--- src/rtl/sr_pkg.sv ---
// Shared mode encodings and width helpers for the universal shift register.
// Optional fault-injection ports are enabled with SR_SABOTEUR_EN (see top).
package sr_pkg;

    localparam int unsigned MODE_W = 3;

    localparam logic [MODE_W-1:0] MODE_HOLD = 3'b000;
    localparam logic [MODE_W-1:0] MODE_SHL  = 3'b001;
    localparam logic [MODE_W-1:0] MODE_SHR  = 3'b010;
    localparam logic [MODE_W-1:0] MODE_ROL  = 3'b011;
    localparam logic [MODE_W-1:0] MODE_ROR  = 3'b100;
    localparam logic [MODE_W-1:0] MODE_LOAD = 3'b101;

    // Bits needed to count from 0 up to and including max_val.
    function automatic int unsigned cnt_width(input int unsigned max_val);
        return $clog2(max_val + 1);
    endfunction

endpackage

--- src/rtl/sr_sat_counter.sv ---
// Saturating fill counter: clear, load-to-max, increment stopping at MAX.
module sr_sat_counter #(
    parameter int unsigned MAX = 8,
    parameter int unsigned W   = 4
) (
    input  logic         clk,
    input  logic         rst_n,
    input  logic         clr,
    input  logic         inc,
    input  logic         load_max,
    output logic [W-1:0] cnt,
    output logic         full
);

    localparam logic [W-1:0] MAX_VAL = W'(MAX);

    logic [W-1:0] cnt_q;

    // Clear dominates load, load dominates increment.
    always_ff @(posedge clk or negedge rst_n) begin
        if (!rst_n) begin
            cnt_q <= '0;
        end else if (clr) begin
            cnt_q <= '0;
        end else if (load_max) begin
            cnt_q <= MAX_VAL;
        end else if (inc && (cnt_q != MAX_VAL)) begin
            cnt_q <= cnt_q + W'(1);
        end
    end

    assign cnt  = cnt_q;
    assign full = (cnt_q == MAX_VAL);

endmodule

--- src/rtl/universal_shift_register.sv ---
// Universal shift register: shift/rotate/load with a saturating fill counter.
// Define SR_SABOTEUR_EN to add combinational output bit-flip injection ports.
module universal_shift_register
    import sr_pkg::*;
#(
    parameter int unsigned WIDTH = 8,
    localparam int unsigned CNT_W = cnt_width(WIDTH)
) (
    input  logic              i_CLK,
    input  logic              i_RST_N,
    input  logic              i_CLR,
    input  logic              i_EN,
    input  logic [MODE_W-1:0] i_MODE,
    input  logic              i_SI,
    input  logic [WIDTH-1:0]  i_PDATA,
`ifdef SR_SABOTEUR_EN
    input  logic              i_SAB_EN,
    input  logic [WIDTH-1:0]  i_SAB_MASK,
`endif
    output logic [WIDTH-1:0]  o_DATA,
    output logic              o_SO_MSB,
    output logic              o_SO_LSB,
    output logic [CNT_W-1:0]  o_CNT,
    output logic              o_FULL
);

    logic [WIDTH-1:0] data_q;
    logic [WIDTH-1:0] data_view;
    logic             is_shift;
    logic             is_load;

    // Data register; modes 110/111 fall into the hold default.
    always_ff @(posedge i_CLK or negedge i_RST_N) begin
        if (!i_RST_N) begin
            data_q <= '0;
        end else if (i_CLR) begin
            data_q <= '0;
        end else if (i_EN) begin
            case (i_MODE)
                MODE_SHL:  data_q <= {data_q[WIDTH-2:0], i_SI};
                MODE_SHR:  data_q <= {i_SI, data_q[WIDTH-1:1]};
                MODE_ROL:  data_q <= {data_q[WIDTH-2:0], data_q[WIDTH-1]};
                MODE_ROR:  data_q <= {data_q[0], data_q[WIDTH-1:1]};
                MODE_LOAD: data_q <= i_PDATA;
                default:   data_q <= data_q;
            endcase
        end
    end

    assign is_shift = i_EN && ((i_MODE == MODE_SHL) || (i_MODE == MODE_SHR));
    assign is_load  = i_EN && (i_MODE == MODE_LOAD);

    sr_sat_counter #(
        .MAX (WIDTH),
        .W   (CNT_W)
    ) u_cnt (
        .clk      (i_CLK),
        .rst_n    (i_RST_N),
        .clr      (i_CLR),
        .inc      (is_shift),
        .load_max (is_load),
        .cnt      (o_CNT),
        .full     (o_FULL)
    );

    // Fault injection corrupts only the visible view, never the stored state.
`ifdef SR_SABOTEUR_EN
    assign data_view = data_q ^ (i_SAB_EN ? i_SAB_MASK : '0);
`else
    assign data_view = data_q;
`endif

    assign o_DATA   = data_view;
    assign o_SO_MSB = data_view[WIDTH-1];
    assign o_SO_LSB = data_view[0];

endmodule

--- config.mk ---
export PLATFORM = sky130hd
export DESIGN_NAME = universal_shift_register
export DESIGN_NICKNAME = d
export VERILOG_FILES = /design/src/rtl/sr_pkg.sv /design/src/rtl/sr_sat_counter.sv /design/src/rtl/universal_shift_register.sv
export SDC_FILE = /design/constraint.sdc
export NUM_CORES = 1
export LEC_CHECK = 0
export ABC_AREA = 0
export BUFFER_PORTS_ARGS = -buffer_cell sky130_fd_sc_hd__buf_4
export CORE_UTILIZATION = 48
export DETAILED_ROUTE_END_ITERATION = 8
export PLACE_DENSITY = 0.76
export SLEW_MARGIN = 20
export SYNTH_ARGS = -nofsm -noshare
export SYNTH_HDL_FRONTEND = slang
export SYNTH_SLANG_ARGS = --single-unit
--- constraint.sdc ---
create_clock -name i_CLK -period 1.41 [get_ports i_CLK]
set_clock_uncertainty 0.1 [all_clocks]
set_input_delay 0 -clock i_CLK [delete_from_list [all_inputs] [get_ports i_CLK]]
set_output_delay 0 -clock i_CLK [all_outputs]
set_load 0.02 [all_outputs]
==> results of run 1 <==
-- final timing paths --
path	start	endpoint	slack (ns)	cells after the start
setup / recovery	u_cnt.cnt[0]	o_FULL	0.04	5
hold / removal	i_MODE[2]	u_cnt.cnt[3]	-0.02	3
setup reg to reg	u_cnt.cnt[0]	u_cnt.cnt[1]	0.04	6
hold reg to reg	o_DATA[6]	o_DATA[6]	0.49	2
max in group asynchronous	i_RST_N	o_DATA[6]	0.12	3
min in group asynchronous	i_RST_N	o_DATA[5]	0.70	3
-- registers in the layout, indices dropped and copies added, names as in the netlist --
name       count
u_cnt.cnt      4
o_DATA         8
-- synth_stat cells, types with 3 or more instances --
cell type	instances
a211o_1	5
a211oi_1	5
a21oi_1	9
buf_2	4
buf_4	3
dfrtp_1	12
inv_1	6
mux2i_1	3
nand2_1	7
nand3b_1	3
nand4_1	3
nor2_1	5
nor2b_1	3
o21ai_0	10
o22ai_1	6
xor2_1	3
-- layer usage --
layer  track usage [%]  vias up  wire, um
met5                 0        -         0
met3             5.600        7        92
met2             41.16       23      1191
li1                  -      448         -
met1             30.00      450      1039
met4             10.91        0        56
-- cell type report --
cell class	instances	area, sq um	share of cell area, %
multi-input cells	77	534.3	43.22
inverters	6	22.52	1.822
clock buffers	3	22.52	1.822
flip-flops and latches	12	300.3	24.29
well taps	25	31.28	2.530
repair buffers	41	325.3	26.32
-- power by group --
group          switching [mW]  internal (mW)  leakage, nW
combinational           0.143          0.132        0.392
sequential             0.0237          0.361        0.163
clock                   0.117         0.0991       0.0138
-- per-stage QoR --
| step | hold WS (ns) | cell area [sq um] | setup WS [ns] | utilization (%) | cells |
|---|---|---|---|---|---|
| 4_1_cts | 0.03773 | 1191 | 0.009773 | 68.99 | 162 |
| 5_1_grt | 0.005679 | 1236 | -0.05738 | 71.59 | 164 |
| 3_3_place_gp | -0.2506 | 1119 | 0.08534 | 64.78 | 154 |
| 2_1_floorplan | -0.3956 | 889.6 | 0.008417 | - | 104 |
| 6_report | -0.02218 | 1236 | 0.03745 | 71.59 | 164 |
| 3_5_place_dp | -0.2486 | 1119 | 0.02181 | 64.78 | 154 |
-- logic make-up (layout without fill, tap and decap cells) --
| kind of cell | count (synthesis) | after routing | synth area share, % |
|---|---|---|---|
| compound gates | 39 | 39 | 29.40 |
| simple gates | 29 | 29 | 17.72 |
| buf+inv | 15 | 50 | 9.001 |
| flops | 12 | 12 | 33.76 |
| xor+xnor | 4 | 4 | 3.939 |
| mux | 3 | 3 | 3.376 |
| fa+ha+maj | 2 | 2 | 2.812 |
-- timing repair --
item                       CTS  global route
setup endpoints to repair    0             8
hold endpoints to repair    21             0
buffers inserted             0             3
hold buffers                 5             0
gates resized for setup      0             9
-- placed cells by master, fill, tap and decap left out, types with 4 or more instances in the layout --
| cell | instances |
|---|---|
| dfrtp_1 | 12 |
| a211oi_1 | 5 |
| inv_1 | 4 |
| buf_4 | 35 |
| dlygate4sd3_1 | 4 |
| a21oi_1 | 7 |
| nand2_1 | 7 |
| o22ai_1 | 6 |
| nor2_1 | 5 |
| a211o_1 | 5 |
| o21ai_0 | 10 |
-- tightest hold or removal path, stage by stage --
cell and delay, ns:
buf_4 0.14, nand4_1 0.11, a21oi_1 0.07
==> impl_metrics.py, run 1 <==
metrics = {
    "synth": {
        "synthCells": 104,
        "yosys_warnings": 0,
        "synth.area.top_cells": "dfrtp_1 34%, o21ai_0 5.6%, a21oi_1 5.1%",
        "ys.flop_type": "dfrtp_1",
        "synth_edf_count": 0,
        "postSynth.asyncResetShare_pct": 100.0,
        "synth_top_area_cell": "dfrtp_1",
        "synth_seq_cells": 12,
        "synth.avg_cell_area_sq_um": 8.554,
        "syn-cell-area_sq_um": 889.6,
        "ys_seq_area_share_pct": 33.76,
        "yosys.cell_types.count": 29,
        "synth_top_cell_area_share_pct": 33.76,
        "synthesis.nets": 122,
    },
    "detailed_routing": {
        "drtIter0Drc": 17,
        "vias": 928,
        "post_drt_via_cell_ratio": 5.659,
        "detail-route-antenna-nets": 0,
        "dr.pass1.iters": 4,
        "finalWirelength_um": 2379,
        "wl_per_cell_um": 14.51,
        "drcViolationCount": 0,
    },
    "worst_setup_path": {
        "cpMaxStageDelayCell": "dfrtp_1",
        "arrival_ns": 1.27,
        "cp.required_ns": 1.31,
        "critPathBufInv": 3,
        "start_kind": "flip-flop",
        "cp_slowest_stage_delay_ns": 0.42,
        "crit_family": "flip-flops",
        "critPathCaptureType": "primary output",
        "critPathKind": "flip-flop to primary output",
        "crit_fanout": 4,
        "path_cells": "inv_2, ha_4, nand3b_1, inv_1, buf_6",
    },
    "timing": {
        "whs_ns": -0.02218,
        "timing.fmax_ghz": 0.7286,
        "rsz0062_at_grt": "true",
        "fin_crit_sh_pct": 97.34,
        "hold_viol": 1,
        "tightest_slew_ns": 0.6015,
        "finalSetupTns_ns": 0,
        "max_slew_margin_pct": 59.77,
        "period_minus_slack_ns": 1.373,
        "setup_viol": 0,
        "drv_slew": 0,
    },
    "global_route": {
        "grt_pass1_vias": 810,
        "grt_overflow": 0,
        "grt_usage_pct": 24.60,
        "grt_pass1_wl_um": 3588,
        "grt_antenna_before_repair": 0,
        "grt_max_degree": 28,
    },
    "clock_tree": {
        "htree_levels": 1,
        "path_clk_slew_ns": 0.07,
        "root_buffer": "clkbuf_4",
        "cts.sinks": 12,
        "clock_latency_ns": 0.28,
        "cts_buffers": 3,
        "clockBufferDepth": 2,
        "cts_tree": "yes",
    },
    "floorplanning": {
        "die_w_um": 45.05,
        "die_y_um": 45.05,
        "io_pins": 31,
        "initial_utilization_pct": 51.52,
        "core.rowCount": 15,
        "die-area_sq_um": 2030,
        "design.core.area_sq_um": 1727,
    },
    "placed_design": {
        "routabilityCongestion": 0.8096,
        "post-dp-hpwl_um": 1567,
        "io_buffers": 30,
    },
    "power_and_ir_drop": {
        "finalPower_uw": 876.3,
        "ir_drop_uv": 524.7,
        "p_per_area_nw_per_um2": 708.9,
        "leakagePower_nw": 0.5692,
    },
    "run": {
        "drv_cap": 0,
    },
    "outcome": {
        "failed_checks": "hold timing",
        "status": "complete, but fails checks",
    },
    "layout": {
        "area_growth_pct": 38.96,
        "diodes": 0,
        "drive_gt1_share_pct": 35.25,
        "fill_cells": 168,
        "final_nets": 159,
    },
    "min_path": {
        "hold_class": "primary input to flip-flop",
    },
}
No activity file was read; power rests on OpenSTA's default activity.
==> run 2: changes to the inputs <==
--- a/config.mk
+++ b/config.mk
@@ -7,9 +7,11 @@
 export LEC_CHECK = 0
 export ABC_AREA = 0
 export BUFFER_PORTS_ARGS = -buffer_cell sky130_fd_sc_hd__buf_4
-export CORE_UTILIZATION = 48
+export CELL_PAD_IN_SITES_DETAIL_PLACEMENT = 1
+export CELL_PAD_IN_SITES_GLOBAL_PLACEMENT = 1
+export CORE_UTILIZATION = 35
 export DETAILED_ROUTE_END_ITERATION = 8
-export PLACE_DENSITY = 0.76
+export PLACE_DENSITY = 0.86
 export SLEW_MARGIN = 20
 export SYNTH_ARGS = -nofsm -noshare
 export SYNTH_HDL_FRONTEND = slang
==> impl_metrics.py, run 2 (synthesis results as in run 1) <==
metrics = {
    "detailed_routing": {
        "dr.pass1.iters": 4,
        "detail-route-antenna-nets": 0,
        "vias": 977,
        "finalWirelength_um": 3188,
        "drcViolationCount": 0,
        "drtIter0Drc": 32,
        "post_drt_via_cell_ratio": 5.781,
        "wl_per_cell_um": 18.86,
    },
    "layout": {
        "utilization_pct": 54.58,
        "fin_area_sq_um": 1254,
        "drive_gt1_share_pct": 35.46,
        "layout_commonest_cell": "buf_4",
        "diodes": 0,
        "area_growth_pct": 40.93,
        "layout_common_cells": "38 x buf_4, 12 x dfrtp_1, 10 x o21ai_0",
        "final_nets": 160,
        "largest_register_ff_count": 8,
        "finalNonFillerCells": 169,
    },
    "floorplanning": {
        "io_pins": 31,
        "die_y_um": 52.42,
        "initial_utilization_pct": 38.73,
        "core.rowCount": 17,
        "die_w_um": 52.42,
        "die-area_sq_um": 2747,
        "design.core.area_sq_um": 2297,
    },
    "power_and_ir_drop": {
        "finalPower_uw": 969.2,
        "ir_drop_uv": 554.1,
        "switchingPower_uw": 317.0,
        "leakagePower_nw": 0.5862,
        "p_int_uw": 652.2,
        "seqPwrFrac_pct": 39.8,
        "combinationalPowerShare_pct": 30.1,
        "p_sw_share_pct": 32.70,
        "clockPowerShare_pct": 30.0,
        "p_per_area_nw_per_um2": 773.0,
    },
    "outcome": {
        "status": "finished, final reports clean",
    },
    "placed_design": {
        "place_inst": 157,
        "post-dp-hpwl_um": 2036,
        "placed_cell_area_sq_um": 1122,
        "io_buffers": 30,
        "routabilityCongestion": 0.7699,
        "place_ws_ns": -0.02547,
    },
    "worst_setup_path": {
        "crit_family": "flip-flops",
        "critPathKind": "flip-flop to flip-flop",
        "regToRegSetupSlack_ns": 0.03,
        "arrival_ns": 1.46,
        "path_cells": "inv_2, ha_4, nand3b_1, nand3_2, mux2i_1, nor2_1",
        "start_kind": "flip-flop",
        "critPathCaptureType": "flip-flop",
        "cpMaxStageDelayCell": "dfrtp_1",
        "cp.required_ns": 1.49,
        "cp_slowest_stage_delay_ns": 0.42,
        "crit_fanout": 3,
        "critPathBufInv": 1,
    },
    "clock_tree": {
        "clockBufferDepth": 2,
        "cts_tree": "yes",
        "root_buffer": "clkbuf_4",
        "clock_latency_ns": 0.29,
        "cts.sinks": 12,
        "cts_buffers": 3,
        "htree_levels": 1,
        "path_clk_slew_ns": 0.08,
    },
    "timing": {
        "period_minus_slack_ns": 1.379,
        "setup_slack_ns": 0.03061,
        "finalSetupTns_ns": 0,
        "hold_viol": 0,
        "drv_slew": 0,
        "tightest_slew_ns": 0.6010,
        "max_slew_margin_pct": 59.80,
        "fin_crit_sh_pct": 97.83,
        "whs_ns": 0.04777,
        "setup_viol": 0,
        "timing.fmax_ghz": 0.7250,
    },
    "global_route": {
        "grt_pass1_vias": 980,
        "grt_antenna_before_repair": 0,
        "grt_overflow": 0,
        "grt_max_degree": 28,
        "grt_pass1_wl_um": 4926,
        "grt_usage_pct": 25.41,
    },
    "run": {
        "drv_cap": 0,
    },
    "min_path": {
        "hold_class": "primary input to flip-flop",
    },
}
## run 2: worst register-to-register path, cell delays in order (launching register included)
cell and delay (ns):
dfrtp_1 0.42, inv_2 0.09, ha_4 0.13, nand3b_1 0.14
nand3_2 0.15, mux2i_1 0.20, nor2_1 0.06
## run 2: path summary, 6_finish.rpt
check | start | end | cells after the start
hold reg to reg | o_DATA[2] | o_DATA[2] | 2
min in group asynchronous | i_RST_N | o_DATA[4] | 3
hold / removal | i_PDATA[4] | o_DATA[4] | 5
max in group asynchronous | i_RST_N | o_DATA[7] | 3
setup reg to reg | u_cnt.cnt[1] | u_cnt.cnt[1] | 6
setup / recovery | u_cnt.cnt[1] | u_cnt.cnt[1] | 6
## run 2: final cells by class
| cell class | instances | area, sq um |
|---|---|---|
| well taps | 28 | 35.03 |
| flip-flops and latches | 12 | 300.3 |
| multi-input cells | 77 | 534.3 |
| fillers | 277 | 1044 |
| clock buffers | 4 | 36.28 |
| repair buffers | 42 | 325.3 |
| inverters | 6 | 22.52 |
## run 2: power groups by stage
stage	combinational, mW	clock [mW]	sequential (mW)
2_1_floorplan	0.133	0	0.406
3_3_place_gp	0.248	0	0.391
3_5_place_dp	0.258	0	0.393
4_1_cts	0.274	0.292	0.385
5_1_grt	0.314	0.301	0.389
6_report	0.292	0.291	0.386
## run 2: repair_timing
| item | in CTS | in global routing |
|---|---|---|
| pin swaps | 0 | 2 |
| hold buffers | 4 | 0 |
| setup buffers | 1 | 3 |
| hold endpoints to repair | 21 | 0 |
| endpoints found under the setup margin | 3 | 4 |
| gates resized for setup | 1 | 5 |
## run 2: routing by layer
metal | track usage, % | vias to the layer above | part of all wire, %
met3 | 3.188 | 6 | 5.4
met4 | 8.772 | 0 | 2.0
li1 | - | 449 | -
met2 | 40.93 | 37 | 49
met5 | 0 | - | 0
met1 | 34.57 | 485 | 43
